[src/rtl/aurora_link_supervisor.sv]
// Reset sequencer and health monitor for one Aurora channel on init_clk.
// Sequences gt_reset/reset, qualifies channel_up into link_ready, and handles recovery and retries.
module aurora_link_supervisor #(
    parameter int unsigned GT_RST_CYCLES  = 62,
    parameter int unsigned SYS_RST_CYCLES = 16,
    parameter int unsigned STABLE_CYCLES  = 8,
    parameter int unsigned UP_TIMEOUT     = 4096,
    parameter int unsigned DOWN_FILTER    = 4,
    parameter int unsigned MAX_RETRIES    = 7,
    parameter int unsigned TMR_W          = 16
) (
    input  logic       init_clk,
    input  logic       RST_N,
    input  logic       channel_up,
    input  logic       restart,
    input  logic       soft_reset_req,
    output logic       gt_reset,
    output logic       reset_Aurora,
    output logic       link_ready,
    output logic       link_failed,
    output logic [3:0] retry_cnt,
    output logic [7:0] link_drops,
    output logic [2:0] state_o
);

    localparam int unsigned SW = $clog2(STABLE_CYCLES + 1);
    localparam int unsigned LW = $clog2(DOWN_FILTER + 1);

    typedef enum logic [2:0] {
        ST_RST_GT   = 3'd0,
        ST_RST_CORE = 3'd1,
        ST_WAIT_UP  = 3'd2,
        ST_LINK_UP  = 3'd3,
        ST_RECOVER  = 3'd4,
        ST_FAILED   = 3'd5
    } state_t;

    state_t           state_q, state_d;
    logic [TMR_W-1:0] timer_q, timer_d;
    logic [SW-1:0]    stable_q, stable_d;
    logic [LW-1:0]    low_q, low_d;
    logic [3:0]       retry_q, retry_d;
    logic [7:0]       drops_q, drops_d;
    logic             cu_meta_q, cu_s_q;
    logic             gt_q, gt_d, core_q, core_d, ready_q, ready_d, failed_q, failed_d;

    always_ff @(posedge init_clk or negedge RST_N) begin
        if (!RST_N) begin
            cu_meta_q <= 1'b0;
            cu_s_q    <= 1'b0;
        end else begin
            cu_meta_q <= channel_up;
            cu_s_q    <= cu_meta_q;
        end
    end

    always_comb begin
        state_d  = state_q;
        timer_d  = timer_q + TMR_W'(1);
        stable_d = '0;
        low_d    = '0;
        retry_d  = retry_q;
        drops_d  = drops_q;
        if (restart) begin
            state_d = ST_RST_GT;
            retry_d = '0;
        end else begin
            case (state_q)
                ST_RST_GT:   if (timer_q == TMR_W'(GT_RST_CYCLES - 1)) state_d = ST_RST_CORE;
                ST_RST_CORE: if (timer_q == TMR_W'(SYS_RST_CYCLES - 1)) state_d = ST_WAIT_UP;
                ST_WAIT_UP: begin
                    stable_d = cu_s_q ? stable_q + SW'(1) : '0;
                    if (cu_s_q && stable_q == SW'(STABLE_CYCLES - 1)) begin
                        state_d = ST_LINK_UP;
                        retry_d = '0;
                    end else if (timer_q == TMR_W'(UP_TIMEOUT - 1)) begin
                        if (retry_q == 4'(MAX_RETRIES)) begin
                            state_d = ST_FAILED;
                        end else begin
                            retry_d = retry_q + 4'd1;
                            state_d = ST_RST_GT;
                        end
                    end
                end
                ST_LINK_UP: begin
                    low_d = cu_s_q ? '0 : low_q + LW'(1);
                    if (soft_reset_req) begin
                        state_d = ST_RECOVER;
                    end else if (!cu_s_q && low_q == LW'(DOWN_FILTER - 1)) begin
                        state_d = ST_RECOVER;
                        if (drops_q != 8'hFF) drops_d = drops_q + 8'd1;
                    end
                end
                ST_RECOVER:  if (timer_q == TMR_W'(SYS_RST_CYCLES - 1)) state_d = ST_WAIT_UP;
                ST_FAILED:   state_d = ST_FAILED;
                default:     state_d = ST_RST_GT;
            endcase
        end
        // A restart inside RST_GT is not a state change but still restarts the timed sequence
        if (restart || state_d != state_q) begin
            timer_d  = '0;
            stable_d = '0;
            low_d    = '0;
        end
        gt_d     = (state_d == ST_RST_GT) || (state_d == ST_FAILED);
        core_d   = (state_d != ST_WAIT_UP) && (state_d != ST_LINK_UP);
        ready_d  = (state_d == ST_LINK_UP);
        failed_d = (state_d == ST_FAILED);
    end

    always_ff @(posedge init_clk or negedge RST_N) begin
        if (!RST_N) begin
            state_q  <= ST_RST_GT;
            timer_q  <= '0;
            stable_q <= '0;
            low_q    <= '0;
            retry_q  <= '0;
            drops_q  <= '0;
            gt_q     <= 1'b1;
            core_q   <= 1'b1;
            ready_q  <= 1'b0;
            failed_q <= 1'b0;
        end else begin
            state_q  <= state_d;
            timer_q  <= timer_d;
            stable_q <= stable_d;
            low_q    <= low_d;
            retry_q  <= retry_d;
            drops_q  <= drops_d;
            gt_q     <= gt_d;
            core_q   <= core_d;
            ready_q  <= ready_d;
            failed_q <= failed_d;
        end
    end

    assign gt_reset     = gt_q;
    assign reset_Aurora = core_q;
    assign link_ready   = ready_q;
    assign link_failed  = failed_q;
    assign retry_cnt    = retry_q;
    assign link_drops   = drops_q;
    assign state_o      = state_q;

endmodule

[config.mk]
export PLATFORM = sky130hd
export DESIGN_NAME = aurora_link_supervisor
export DESIGN_NICKNAME = d
export VERILOG_FILES = /design/src/rtl/aurora_link_supervisor.sv
export SDC_FILE = /design/constraint.sdc
export NUM_CORES = 1
export LEC_CHECK = 0
export CAP_MARGIN = 20
export CORE_ASPECT_RATIO = 1.1
export CORE_MARGIN = 1.5
export CORE_UTILIZATION = 30
export DETAILED_ROUTE_END_ITERATION = 8
export PLACE_DENSITY = 0.52
export SLEW_MARGIN = 0
export SYNTH_ARGS = -nofsm -noshare
export SYNTH_HDL_FRONTEND = slang
export SYNTH_SLANG_ARGS = --single-unit
[constraint.sdc]
create_clock -name init_clk -period 3.9 [get_ports init_clk]
set_input_delay 0.585 -clock init_clk [delete_from_list [all_inputs] [get_ports init_clk]]
set_output_delay 0.585 -clock init_clk [all_outputs]
set_load 0.005 [all_outputs]
==> After elaboration in Yosys (flattened, before gate mapping) <==
Cells that the tools add are included.
{ "totals": {"reg_bits": 44, "out_inout_bits": 19} }
{ "op_classes": {"n_addsub": 5, "eq_ne": 18, "muxes": 23, "n_bitwise": 2, "n_reduce_logical": 13} }
{ "op_table": {"columns": ["op", "n"], "rows": [
  ["$mux W3", 12],
  ["$mux W4", 9],
  ["$add A16 B1 Y16 const B", 1],
  ["$eq A16 B12 Y1 const B", 1],
  ["$eq A16 B4 Y1 const B", 1],
  ["$eq A16 B6 Y1 const B", 1],
  ["$mux W16", 1],
  ["$pmux W3 S5", 1],
  ["$eq A3 B2 Y1 const B", 4],
  ["$eq A3 B3 Y1 const B", 3],
  ["$add A4 B1 Y4 const B", 2],
  ["$add A8 B1 Y8 const B", 1],
  ["$eq A4 B3 Y1 const B", 2],
  ["$ne A8 B8 Y1 const B", 1],
  ["$logic_not A3 Y1", 2],
  ["$ne A3 B2 Y1 const B", 2],
  ["$reduce_and A5 Y1", 1],
  ["$add A3 B1 Y3 const B", 1],
  ["$eq A3 B1 Y1 const B", 1],
  ["$logic_and A1 B1 Y1", 3],
  ["$ne A3 B3 Y1", 1],
  ["$ne A3 B3 Y1 const B", 1],
  ["$reduce_and A3 Y1", 1],
  ["$reduce_bool A3 Y1", 1],
  ["5 further kinds", 7]
]} }

==> Longest topological paths before layout <==
{ "logic_depth": {"depth_word": 9, "mapped_depth": 9, "ltp_nobuf": 8} }

==> Least setup slack after synthesis <==
Ideal clock, no wire load.
{ "synth_timing": {"path_type": "register to register", "start": "register state_q[0], in the netlist state_o[0]", "end": "register timer_q[10]", "setup_time_ps": 119, "arrival_time_ps": 1945, "slack_ps": 1836, "stages_incl_launch_ff": 9, "path_buffers": 2, "period_less_slack_ps": 2064, "path_cell_list": "dfrtp_1 -> clkbuf_1 -> or3b_1 -> nor4_1 -> a211oi_1 -> a211o_1 -> nand2_4 -> buf_12 -> nor2_2"} }
{ "synth_via": {"elab_chain_cells": 7} }
{ "synth_lines": {"columns": ["item", "line", "source"], "rows": [
  ["from (decl)", "38", "state_t state_q, state_d;"],
  ["from (signal assigned)", "124", "state_q <= state_d;"],
  ["$eq A3 B3 Y1, or another cell as far along", "68", "case (state_q)"],
  ["$reduce_or A2 Y1 (no line), or another cell as far along", null, null],
  ["$pmux W3 S5", "68", null],
  ["$mux W3", "64", "if (restart) begin"],
  ["$ne A3 B3 Y1 (*)", "100", "if (restart || state_d != state_q) begin"],
  ["$logic_or A1 B1 Y1 (*)", "100", null],
  ["$mux W16 (*)", "100", null],
  ["named net timer_d[10]", "39", "logic [TMR_W-1:0] timer_q, timer_d;"],
  ["to (signal assigned)", "125", "timer_q <= timer_d;"],
  ["to (decl)", "39", null]
]} }
The timed path passes the listed nets; every way through them passes the cells marked *.
A chain may end at the register's enable or synchronous reset.

==> Final worst setup path <==
{ "layout_timing": {"start": "register timer_q[12]", "end": "register gt_q, in the netlist gt_reset"} }
{ "layout_via": {"elab_chain_cells": 7} }
{ "layout_lines": {"columns": ["item", "line", "source"], "rows": [
  ["$eq A16 B12 Y1", "76", "end else if (timer_q == TMR_W'(UP_TIMEOUT - 1)) begin"],
  ["$mux W3", "76", null],
  ["$mux W3", "73", "if (cu_s_q && stable_q == SW'(STABLE_CYCLES - 1)) begin"],
  ["$pmux W3 S5 (*)", "68", null],
  ["$mux W3 (*)", "64", null],
  ["named net state_d[1]", "38", null],
  ["$eq A3 B3 Y1 / $logic_not A3 Y1 (equally long branches)", "105", "gt_d = (state_d == ST_RST_GT) || (state_d == ST_FAILED);"],
  ["$logic_or A1 B1 Y1 (*)", "105", null],
  ["named net gt_d", "45", "logic gt_q, gt_d, core_q, core_d, ready_q, ready_d, failed_q, failed_d;"],
  ["to (signal assigned)", "130", "gt_q <= gt_d;"],
  ["to (decl)", "45", null]
]} }
Marks and branches as above.

==> results.ini <==
[cells_and_area]
layout_common_cells=dfrtp_1 (42), nor2_1 (23), clkdlybuf4s50_1 (22)
finalNetCount=246
antennaDiodeCount=0
seqCellArea_mm2=0.00110
area_delta_synth_final_pct=20.8
layout-drive-gt1-share_pct=13.2
finish.utilization_pct=37.8
fill_cells=697
multi_input_area_mm2=0.00106
layout_commonest_cell=dfrtp_1
final_cells=320

[global_route]
grt_pass1_wl_mm=7.54
grt_pass1_vias=1520
grt_usage_pct=12.0
gr-total-overflow=0
antenna_found_initial=0
grt_max_degree=45

[pwr]
leakage_nw=1.11
irDropWorstVdd_mv=0.151
fin_total_pwr_uw=907
power_density_mw_per_mm2=339

[clock_network]
htreeDepth=2
cts_buffers=5
clk_latency_ns=0.29
clk_pin_slew_ns=0.08
clk_path_buf_depth=2
cts_tree=done
hold_buffers=0
cts_sinks=44
ctsRootBufferMaster=clkbuf_8
post_cts_buffers=0
cts-resized-gates=0

[yosys]
synth_edf_count=0
synth_seq_cells=44
synthesis.nets=217
synth_cell_type_count=44
synthFlopType=dfrtp_1
async_flop_share_pct=100
mappedNetlistArea_mm2=0.00222
netlist_instances=205
yosysWarnings=0
syn_area_per_cell_um2=10.8
ys_seq_area_share_pct=49.8

[placement]
hpwl_mm=3.12
portBuffers=23
post-place-cells=311
place_congestion=0.751

[min_path]
hp-class=primary input to asynchronous set/reset pin

[timing]
hold_viol=0
finalSetupViolations=0
slew_violations=0
rsz0062_at_grt=no
fin_crit_sh_pct=57.4
fmax_mhz=447
min_period_ns=2.24
tightest_slew_ns=0.595
fin_skew_ns=0.00960
slew_headroom_pct=60.2
finalSetupTns_ns=0

[floorplanning]
initial_utilization_pct=31.3
die_h_um=93.2
rows=32
die_w_um=85.0
pin_count=24
core-area_mm2=0.00709
die_area_mm2=0.00792

[setup_path]
startpoint_type=register
critPathCaptureType=register
crit_required_ns=4.12
critPathArrivalTime_ns=2.46
cp_max_fo=5
crit_type=register to register

[job]
drv_cap=0

[route]
drtAntennaViolNets=0
post_drt_via_cell_ratio=4.83
firstDrtPassIters=6
drcViolationCount=1
wl_per_cell_um=13.9
drt-total-wl_mm=4.46
drt_iter0_drc=61
via_count=1546

[status]
outcome=complete, but fails checks
violations=design-rule violations

[worst max-delay path: stages (launching register included)]
cell     delay (ns)
dfrtp_1        0.44
nor4_1         0.49
nand4_1        0.25
nor3_1         0.45
inv_1          0.08
a31oi_1        0.36
o31ai_2        0.11
[routing by layer]
layer	up-vias	global-route usage [%]	part of all wire (%)
met5	-	0	0
met4	0	4.51	1.3
met3	4	2.47	2.2
met2	16	20.2	48
met1	740	15.2	48
li1	786	-	-
[state kept, by name, summed over array words and instances, names as in the netlist]
register      count
cu_s_q            1
state_o           3
link_failed       1
retry_cnt         4
link_drops        8
stable_q          4
link_ready        1
timer_q          16
cu_meta_q         1
gt_reset          1
reset_Aurora      1
low_q             3
[synthesized netlist by cell type, drive strengths merged, types with 2 or more instances]
cell type	count	area [µm²]
dfrtp	42	1050
nor2	33	149
xnor2	14	123
nand2	10	52.6
xor2	10	87.6
nand4	9	56.3
inv	8	30.0
nand3	8	40.0
and3	7	43.8
ha	7	87.6
o21ai	6	30.0
nor4	5	31.3
a21oi	3	15.0
a31oi	3	31.3
nand3b	3	22.5
nor2b	3	18.8
nor3	3	15.0
a211oi	2	15.0
and2b	2	15.0
and4	2	17.5
dfstp	2	52.6
nand2b	2	12.5
nand4b	2	17.5
or4	2	22.5
[path summary, 6_finish.rpt]
kind / start / end / slack, ns / cells after the start
max in group asynchronous: RST_N / gt_reset / 3.22 / 2
worst max-delay path: timer_q[12] / gt_reset / 1.66 / 6
worst min register to register: cu_meta_q / cu_s_q / 0.37 / 0
worst max register to register: timer_q[12] / gt_reset / 1.66 / 6
min in group init_clk: cu_meta_q / cu_s_q / 0.37 / 0
worst min-delay path: RST_N / timer_q[8] / 0.15 / 1
[through the flow]
step | setup WS (ns) | hold slack (ns) | cell area, µm²
2_1_floorplan | 1.84 | 0.289 | 2220
3_5_place_dp | 1.38 | 0.338 | 2520
6_report | 1.66 | 0.152 | 2680
3_3_place_gp | 1.39 | 0.345 | 2520
5_1_grt | 1.38 | 0.159 | 2680
4_1_cts | 1.65 | 0.370 | 2660
[power breakdown]
part	leakage, nW	internal, mW	switching (mW)	total [mW]
Sequential	0.601	0.460	0.00450	0.464
Combinational	0.439	0.0109	0.0194	0.0303
Clock	0.0654	0.256	0.156	0.412
[cell type report]
cell class	count	area share, %
Timing Repair Buffer	24	9.16
Tap cell	85	3.97
Clock inverter	2	2.24
Clock buffer	6	2.71
Multi-Input combinational cell	151	39.6
Inverter	8	1.12
Sequential cell	44	41.2
[cell families after synthesis]
| kind of cell | count (synthesis) | synth area share (%) |
|---|---|---|
| adder cells (fa/ha/maj) | 7 | 3.95 |
| flip-flops | 44 | 49.8 |
| multiplexers | 2 | 0.959 |
| buffers and inverters | 10 | 2.43 |
| AND/OR/NAND/NOR | 97 | 25.7 |
| XOR/XNOR | 24 | 9.48 |
| AO/OA/AOI/OAI | 21 | 7.68 |
No activity file was read; power rests on OpenSTA's default activity.
